`src/rtl/event_logger.sv`:
```
// event_logger: circular log of time-stamped events.
// Each event stores {code, hours, minutes, seconds}. When the log is full,
// a new event overwrites the oldest one and sets the sticky overflow flag.
// Pops return the oldest entry one cycle later on the rd_* outputs, which
// then hold their value until the next successful pop.
module event_logger #(
  parameter int DEPTH  = 8,
  parameter int CODE_W = 3
) (
  input  logic                     clk,
  input  logic                     reset,
  input  logic                     clear,
  input  logic                     ev_valid,
  input  logic [CODE_W-1:0]        ev_code,
  input  logic [5:0]               seconds,
  input  logic [5:0]               minutes,
  input  logic [4:0]               hours,
  input  logic                     rd_req,
  output logic                     rd_valid,
  output logic [CODE_W-1:0]        rd_code,
  output logic [5:0]               rd_seconds,
  output logic [5:0]               rd_minutes,
  output logic [4:0]               rd_hours,
  output logic [$clog2(DEPTH):0]   count,
  output logic                     empty,
  output logic                     full,
  output logic                     overflow
);

  localparam int PTR_W   = $clog2(DEPTH);
  localparam int CNT_W   = PTR_W + 1;
  localparam int ENTRY_W = CODE_W + 17;

  localparam logic [PTR_W-1:0]   PTR_ZERO = PTR_W'(0);
  localparam logic [PTR_W-1:0]   PTR_ONE  = PTR_W'(1);
  localparam logic [CNT_W-1:0]   CNT_ZERO = CNT_W'(0);
  localparam logic [CNT_W-1:0]   CNT_ONE  = CNT_W'(1);
  localparam logic [CNT_W-1:0]   CNT_FULL = CNT_W'(DEPTH);
  localparam logic [ENTRY_W-1:0] ENTRY_ZERO = ENTRY_W'(0);

  // Storage is never reset; only pointers and count define what is valid.
  logic [ENTRY_W-1:0] mem_r [DEPTH];

  logic [PTR_W-1:0]   wr_ptr_r;
  logic [PTR_W-1:0]   rd_ptr_r;
  logic [CNT_W-1:0]   count_r;
  logic               overflow_r;
  logic               rd_valid_r;
  logic [ENTRY_W-1:0] rd_entry_r;
  logic               empty_r;
  logic               full_r;

  logic               push_s;
  logic               pop_s;
  logic               is_full_s;
  logic [PTR_W-1:0]   wr_ptr_nxt_s;
  logic [PTR_W-1:0]   rd_ptr_nxt_s;
  logic [CNT_W-1:0]   count_nxt_s;
  logic               overflow_nxt_s;
  logic [ENTRY_W-1:0] entry_s;

  assign entry_s = {ev_code, hours, minutes, seconds};

  // Decide push/pop and compute next pointer, count and overflow state.
  always_comb begin
    push_s         = ev_valid;
    pop_s          = rd_req && (count_r != CNT_ZERO);
    is_full_s      = (count_r == CNT_FULL);
    wr_ptr_nxt_s   = wr_ptr_r;
    rd_ptr_nxt_s   = rd_ptr_r;
    count_nxt_s    = count_r;
    overflow_nxt_s = overflow_r;
    case ({push_s, pop_s})
      2'b11: begin
        // Pop frees a slot first, so the push never overflows; count unchanged.
        wr_ptr_nxt_s = wr_ptr_r + PTR_ONE;
        rd_ptr_nxt_s = rd_ptr_r + PTR_ONE;
      end
      2'b01: begin
        rd_ptr_nxt_s = rd_ptr_r + PTR_ONE;
        count_nxt_s  = count_r - CNT_ONE;
      end
      2'b10: begin
        wr_ptr_nxt_s = wr_ptr_r + PTR_ONE;
        if (is_full_s) begin
          // Overwrite the oldest entry: the read side skips past it.
          rd_ptr_nxt_s   = rd_ptr_r + PTR_ONE;
          overflow_nxt_s = 1'b1;
        end else begin
          count_nxt_s = count_r + CNT_ONE;
        end
      end
      default: begin
        wr_ptr_nxt_s = wr_ptr_r;
      end
    endcase
  end

  // Control registers and read-data outputs; reset beats clear beats traffic.
  always_ff @(posedge clk) begin
    if (reset) begin
      wr_ptr_r   <= PTR_ZERO;
      rd_ptr_r   <= PTR_ZERO;
      count_r    <= CNT_ZERO;
      overflow_r <= 1'b0;
      rd_valid_r <= 1'b0;
      rd_entry_r <= ENTRY_ZERO;
      empty_r    <= 1'b1;
      full_r     <= 1'b0;
    end else if (clear) begin
      // Flush the log but leave the last popped data on rd_*.
      wr_ptr_r   <= PTR_ZERO;
      rd_ptr_r   <= PTR_ZERO;
      count_r    <= CNT_ZERO;
      overflow_r <= 1'b0;
      rd_valid_r <= 1'b0;
      empty_r    <= 1'b1;
      full_r     <= 1'b0;
    end else begin
      wr_ptr_r   <= wr_ptr_nxt_s;
      rd_ptr_r   <= rd_ptr_nxt_s;
      count_r    <= count_nxt_s;
      overflow_r <= overflow_nxt_s;
      rd_valid_r <= pop_s;
      empty_r    <= (count_nxt_s == CNT_ZERO);
      full_r     <= (count_nxt_s == CNT_FULL);
      if (pop_s) begin
        rd_entry_r <= mem_r[rd_ptr_r];
      end
    end
  end

  // Entry storage write; a full pop+push reuses the slot being read this cycle.
  always_ff @(posedge clk) begin
    if (!reset && !clear && push_s) begin
      mem_r[wr_ptr_r] <= entry_s;
    end
  end

  assign rd_valid   = rd_valid_r;
  assign rd_code    = rd_entry_r[ENTRY_W-1 -: CODE_W];
  assign rd_hours   = rd_entry_r[16:12];
  assign rd_minutes = rd_entry_r[11:6];
  assign rd_seconds = rd_entry_r[5:0];
  assign count      = count_r;
  assign empty      = empty_r;
  assign full       = full_r;
  assign overflow   = overflow_r;

endmodule

```
`config.mk`:
```
export PLATFORM = sky130hd
export DESIGN_NAME = event_logger
export DESIGN_NICKNAME = d
export VERILOG_FILES = /design/src/rtl/event_logger.sv
export SDC_FILE = /design/constraint.sdc
export NUM_CORES = 1
export LEC_CHECK = 0
export CAP_MARGIN = 20
export CORE_MARGIN = 2
export CORE_UTILIZATION = 50
export CTS_CLUSTER_DIAMETER = 150
export DETAILED_ROUTE_END_ITERATION = 8
export MAX_ROUTING_LAYER = met4
export PLACE_DENSITY = 0.8
export SLEW_MARGIN = 20
export SYNTH_ARGS = -nofsm -noshare
export SYNTH_HDL_FRONTEND = slang
export SYNTH_SLANG_ARGS = --single-unit
```
`constraint.sdc`:
```
create_clock -name clk -period 3.9 [get_ports clk]
set_input_delay 0.585 -clock clk [delete_from_list [all_inputs] [get_ports clk]]
set_output_delay 0.585 -clock clk [all_outputs]
set_load 0.02 [all_outputs]
```
==> results of run 1 <==
[registers in the layout, summed over array words and instances (netlist names)]
name and count:
mem_r 160, rd_entry_r 20, count 4, rd_ptr_r 3, wr_ptr_r 3, empty 1
full 1, overflow 1, rd_valid 1
[through the flow]
step | instances | power (mW)
5_1_grt | 639 | 4.16
3_3_place_gp | 608 | 2.45
6_report | 639 | 4.05
3_5_place_dp | 608 | 2.46
2_1_floorplan | 379 | 2.39
4_1_cts | 639 | 4.08
[logic make-up (layout without fill, tap and decap cells)]
family | count (synthesis) | in the layout | synth area share, %
muxes | 64 | 64 | 15.4
xor gates and xnor gates | 5 | 5 | 0.591
and+or+nand+nor | 43 | 43 | 3.07
buffers and inverters | 30 | 106 | 1.96
adders and majority gates | 7 | 7 | 1.18
AOI/OAI and AO/OA | 36 | 36 | 3.81
DFF | 194 | 194 | 74.0
[area by class of cell]
type,count,area (sq um),area share (%)
inverter,9,33.8,0.387
timing repair buffer,66,626,7.16
multi-input combinational,155,1810,20.7
sequential,194,5490,62.8
clock inverter,12,116,1.33
tap,184,230,2.63
clock buffer,19,433,4.95
[path summary, 6_finish.rpt]
path	to	slack, ps	cells after the start
max reg2reg	full$_SDFF_PP0_	1340	10
max	full$_SDFF_PP0_	1340	10
min	overflow$_SDFFE_PP0P_	450	2
min reg2reg	overflow$_SDFFE_PP0P_	450	2
[worst min-delay path, cell delays in order (launching register included)]
cell     delay, ps
dfxtp_1        310
inv_1           40
a21oi_1         50
[synthesized netlist by cell type, drive strengths merged (2+ instances only)]
| master | instances | area (sq um) |
|---|---|---|
| edfxtp | 160 | 4800 |
| mux4 | 40 | 901 |
| dfxtp | 34 | 681 |
| mux2i | 23 | 230 |
| o2bb2ai | 20 | 175 |
| buf | 16 | 92.6 |
| nor2 | 15 | 56.3 |
| inv | 9 | 33.8 |
| ha | 7 | 87.6 |
| nand2 | 6 | 22.5 |
| clkbuf | 5 | 18.8 |
| o21ai | 5 | 25.0 |
| a21oi | 4 | 20.0 |
| nand2b | 4 | 25.0 |
| nor3 | 3 | 15.0 |
| or3 | 3 | 18.8 |
| xor2 | 3 | 26.3 |
| and2 | 2 | 12.5 |
| nand3 | 2 | 10.0 |
| nand3b | 2 | 15.0 |
| or2 | 2 | 12.5 |
| xnor2 | 2 | 17.5 |
[power by group]
group	internal, mW	switching, mW	leakage, nW	total [mW]
combinational	0.0725	0.0747	0.765	0.147
clock	0.931	0.702	0.269	1.63
sequential	2.25	0.0137	1.72	2.27
[routing by layer]
layer | up-vias | part of all wire [%] | track usage [%] | routed length, microns
li1 | 1643 | - | - | -
met1 | 1914 | 44 | 24.8 | 6100
met2 | 95 | 50 | 29.6 | 6880
met3 | 24 | 3.7 | 4.50 | 507
met4 | 0 | 2.0 | 6.72 | 271
met5 | - | 0 | - | 0
==> flow_metrics.tcl, run 1 <==
set metrics [dict create \
    endpoint_kind "flip-flop" \
    whs_ps 446 \
    start_util_pct 51.0 \
    dpl_cell_area_sq_um 8190 \
    crit_path_cell_trace "inv_1, ha_1, nand2b_1, o21ai_1, inv_2, ha_1, nand2b_1, or3_1, o311ai_2, nor4b_2" \
    cts_tree "built" \
    crit_fanout 10 \
    regToRegStartpoint "count[0]$_SDFF_PP0_" \
    cts_buffers 17 \
    required_ps 4230 \
    drtIter0Drc 358 \
    postRouteAntennaNets 0 \
    num-nets-final 475 \
    crit_slowest_cell "dfxtp_1" \
    cap_violations 0 \
    synth_area_per_cell_sq_um 19.6 \
    cp.arrival_ps 2890 \
    grt_pass1_vias 3951 \
    grt_overflow 0 \
    final_common_cell "edfxtp_1" \
    die_w_microns 126 \
    holdCritPathClass "flip-flop to flip-flop" \
    htreeDepth 4 \
    timing.final.crit_share_pct 65.7 \
    critical_path.top_delay_family "simple AND/OR/NAND/NOR gates" \
    startpoint "count[0]$_SDFF_PP0_" \
    cts_buffer_depth 2 \
    rows 44 \
    synth_top_flop_cell "edfxtp_1" \
    critical_path_buf_inv_count 2 \
    place_ws_ps 1160 \
    max_stage_delay_ps 390 \
    hp-start "overflow$_SDFFE_PP0P_" \
    leakage_nw 2.75 \
    power.density_nw_per_um2 463 \
    drc 0 \
    vias 3676 \
    drt_wl_total_microns 13800 \
    synthArstFlopShare_pct 0 \
    final_cell_mix "160 x edfxtp_1, 52 x clkdlybuf4s50_1, 40 x mux4_2, 33 x dfxtp_1, 23 x mux2i_1" \
    nFillCells 1065 \
    design_area_sq_um 8740 \
    rsz0062_at_grt "false" \
    area_growth_pct 17.9 \
    grt_max_degree 31 \
    tightest_slew_ps 944 \
    synth_edf_count 160 \
    clock_latency_ps 430 \
    clock.fmax_mhz 390 \
    place.gp.congestion 0.787 \
    die_area_sq_um 15800 \
    final_layout_size_suffix_gt1_share_pct 21.1 \
    clockRootBuffer "clkbuf_16" \
    firstDrtPassIters 4 \
    hpwl_microns 8100 \
    timing.final.crit_period_ps 2560 \
    io_pins 53 \
    finClkSkew_ps 10.0 \
    ys_warn_count 0 \
    ys_seq_elements 194 \
    portBuffers 52 \
    hold_viol 0 \
    synth_nets 411 \
    synthDistinctLibCells 39 \
    avgViaCountPerCell 5.75 \
    n_antenna_cell 0 \
    path_class "flip-flop to flip-flop" \
    grt_usage_pct 19.0 \
    setup_viol 0 \
    fin_ws_ps 1340 \
    ctsHoldBuffers 0 \
    final_core_util_pct 60.1 \
    antenna_found_initial 0 \
    netlist_area_sq_um 7410 \
    slew_violations 0 \
    grt_pass1_wl_microns 21900 \
    yosysSeqAreaShare_pct 74.0 \
    cts_setup_buffers 0 \
    syn_inst 379 \
    cts_resized 0 \
    setup_tns_ps 0 \
    outcome "finished clean" \
    clk_pin_slew_ps 60 \
    slew_headroom_pct 36.9 \
    cts.sinks 194 \
    peakVddDrop_mv 0.307 \
    die_y_microns 126 \
    start_kind "flip-flop" \
    wl_per_cell_microns 21.5 \
    core_sq_um 14500 \
]
No activity file was read; power rests on OpenSTA's default activity.
==> run 2: changes to the inputs <==
Clock period 3.9 ns to 2.4 ns, I/O delays scaled along.
==> run 2 against run 1 <==
Against the previous run: first-iteration DRC count shrank 21%; setup slack lost 1200 ps; global-route usage is 0.23 points lower; clock skew down 2.1 ps; sequential cell count is the same; critical path depth up 1; total power up 65%; non-clock buffer count grew 10; final cell count rose by 1.7%; register-to-register slack lost 1200 ps; count of clock-buffer cells in the layout rose by 5; via count up 0.98%; critical endpoint unchanged.
==> flow_metrics.tcl, run 2 (same netlist as run 1, synthesis figures left out) <==
set metrics [dict create \
    die_area_sq_um 15800 \
    avgViaCountPerCell 5.71 \
    timing.final.crit_period_ps 2270 \
    drt_wl_total_microns 13700 \
    grt_overflow 0 \
    setup_tns_ps 0 \
    start_util_pct 51.0 \
    hpwl_microns 8350 \
    power.density_nw_per_um2 747 \
    endpoint_kind "flip-flop" \
    required_ps 2740 \
    reg2reg_slack_ps 130 \
    place.gp.congestion 0.831 \
    place_ws_ps 117 \
    path_class "flip-flop to flip-flop" \
    slew_violations 0 \
    clockRootBuffer "clkbuf_16" \
    crit_end "full$_SDFF_PP0_" \
    setup_viol 0 \
    htreeDepth 4 \
    clock.fmax_mhz 441 \
    final_cell_mix "160 x edfxtp_1, 52 x clkdlybuf4s50_1, 40 x mux4_2, 32 x dfxtp_1, 23 x mux2i_1" \
    cp.arrival_ps 2610 \
    vias 3712 \
    die_w_microns 126 \
    fin_ws_ps 133 \
    clk_pin_slew_ps 60 \
    n_antenna_cell 0 \
    final_core_util_pct 61.6 \
    timing.final.crit_share_pct 94.5 \
    drc 0 \
    rsz0062_at_grt "false" \
    wl_per_cell_microns 21.1 \
    grt_max_degree 29 \
    holdCritPathClass "flip-flop to flip-flop" \
    timing.rr.end "full$_SDFF_PP0_" \
    worstRegToRegCells 11 \
    regMostFlops "mem_r" \
    outcome "finished clean" \
    peakVddDrop_mv 0.554 \
    cts_tree "built" \
    grt_pass1_vias 3794 \
    finClkSkew_ps 7.89 \
    portBuffers 52 \
    postRouteAntennaNets 0 \
    startpoint "count[0]$_SDFF_PP0_" \
    die_y_microns 126 \
    ctsHoldBuffers 0 \
    cts_buffers 17 \
    cap_violations 0 \
    num-nets-final 485 \
    core_sq_um 14500 \
    grt_pass1_wl_microns 21400 \
    cts_buffer_depth 2 \
    drtIter0Drc 282 \
    io_pins 53 \
    grt_usage_pct 18.7 \
    leakage_nw 2.85 \
    slew_headroom_pct 70.1 \
    largest_register_ffs 160 \
    cts.sinks 194 \
    final_common_cell "edfxtp_1" \
    final_layout_size_suffix_gt1_share_pct 24.2 \
    regToRegStartpoint "count[0]$_SDFF_PP0_" \
    rows 44 \
    antenna_found_initial 0 \
    tightest_slew_ps 449 \
    clock_latency_ps 430 \
    hold_depth 2 \
    area_growth_pct 20.8 \
    firstDrtPassIters 4 \
    crit_fanout 10 \
    cts_setup_buffers 0 \
    start_kind "flip-flop" \
    hold_viol 0 \
]
==> run 2: final cells by class <==
cell class / instances / area (sq um)
Timing Repair Buffer: 76 / 788
Clock inverter: 8 / 101
Inverter: 9 / 33.8
Sequential cell: 194 / 5490
Clock buffer: 24 / 482
Fill cell: 978 / 5580
Multi-Input combinational cell: 155 / 1830
Tap cell: 184 / 230
==> run 2: worst min path at each step <==
stage,slack [ps],end,start
6_report,450,overflow$_SDFFE_PP0P_,overflow$_SDFFE_PP0P_
5_1_grt,470,overflow$_SDFFE_PP0P_,overflow$_SDFFE_PP0P_
4_1_cts,450,overflow$_SDFFE_PP0P_,overflow$_SDFFE_PP0P_
3_5_place_dp,440,overflow$_SDFFE_PP0P_,overflow$_SDFFE_PP0P_
3_3_place_gp,430,overflow$_SDFFE_PP0P_,overflow$_SDFFE_PP0P_
2_1_floorplan,460,mem_r[0][0]$_DFFE_PP_,seconds[0]
==> run 2: what timing repair did <==
item,4_1_cts,5_1_grt
gates resized for setup,0,4
endpoints found under the hold margin,0,0
endpoints found under the setup margin,0,3
==> run 2: power by group <==
group	internal [mW]	switching [mW]
Sequential	3.66	0.0150
Combinational	0.125	0.133
Clock	1.62	1.14
Total	5.41	1.28
==> run 2: layer usage <==
metal,up-vias,part of all wire (%),global-route usage (%)
met5,-,0,-
met4,0,2.1,7.82
met3,20,5.2,3.53
met2,120,50,29.5
met1,1900,43,24.4
li1,1672,-,-
==> run 2: stage by stage <==
stage	hold WS, ps	power (mW)	instance area [sq um]	instances
after detailed placement	443	4.00	8350	618
after global placement	434	3.99	8350	618
final	445	6.69	8960	650
after CTS	453	6.72	8940	650
after floorplan	459	3.88	7430	379
after global routing	474	6.86	8960	650
==> run 2: worst max-delay path, stage by stage (launching register included) <==
cell and delay (ps):
dfxtp_2 380, inv_1 70, ha_2 200, nand2b_1 90, o21ai_2 160, inv_2 90
ha_1 300, buf_4 160, and4bb_2 250, nand2_1 90, nand4_1 160, nor4b_2 240
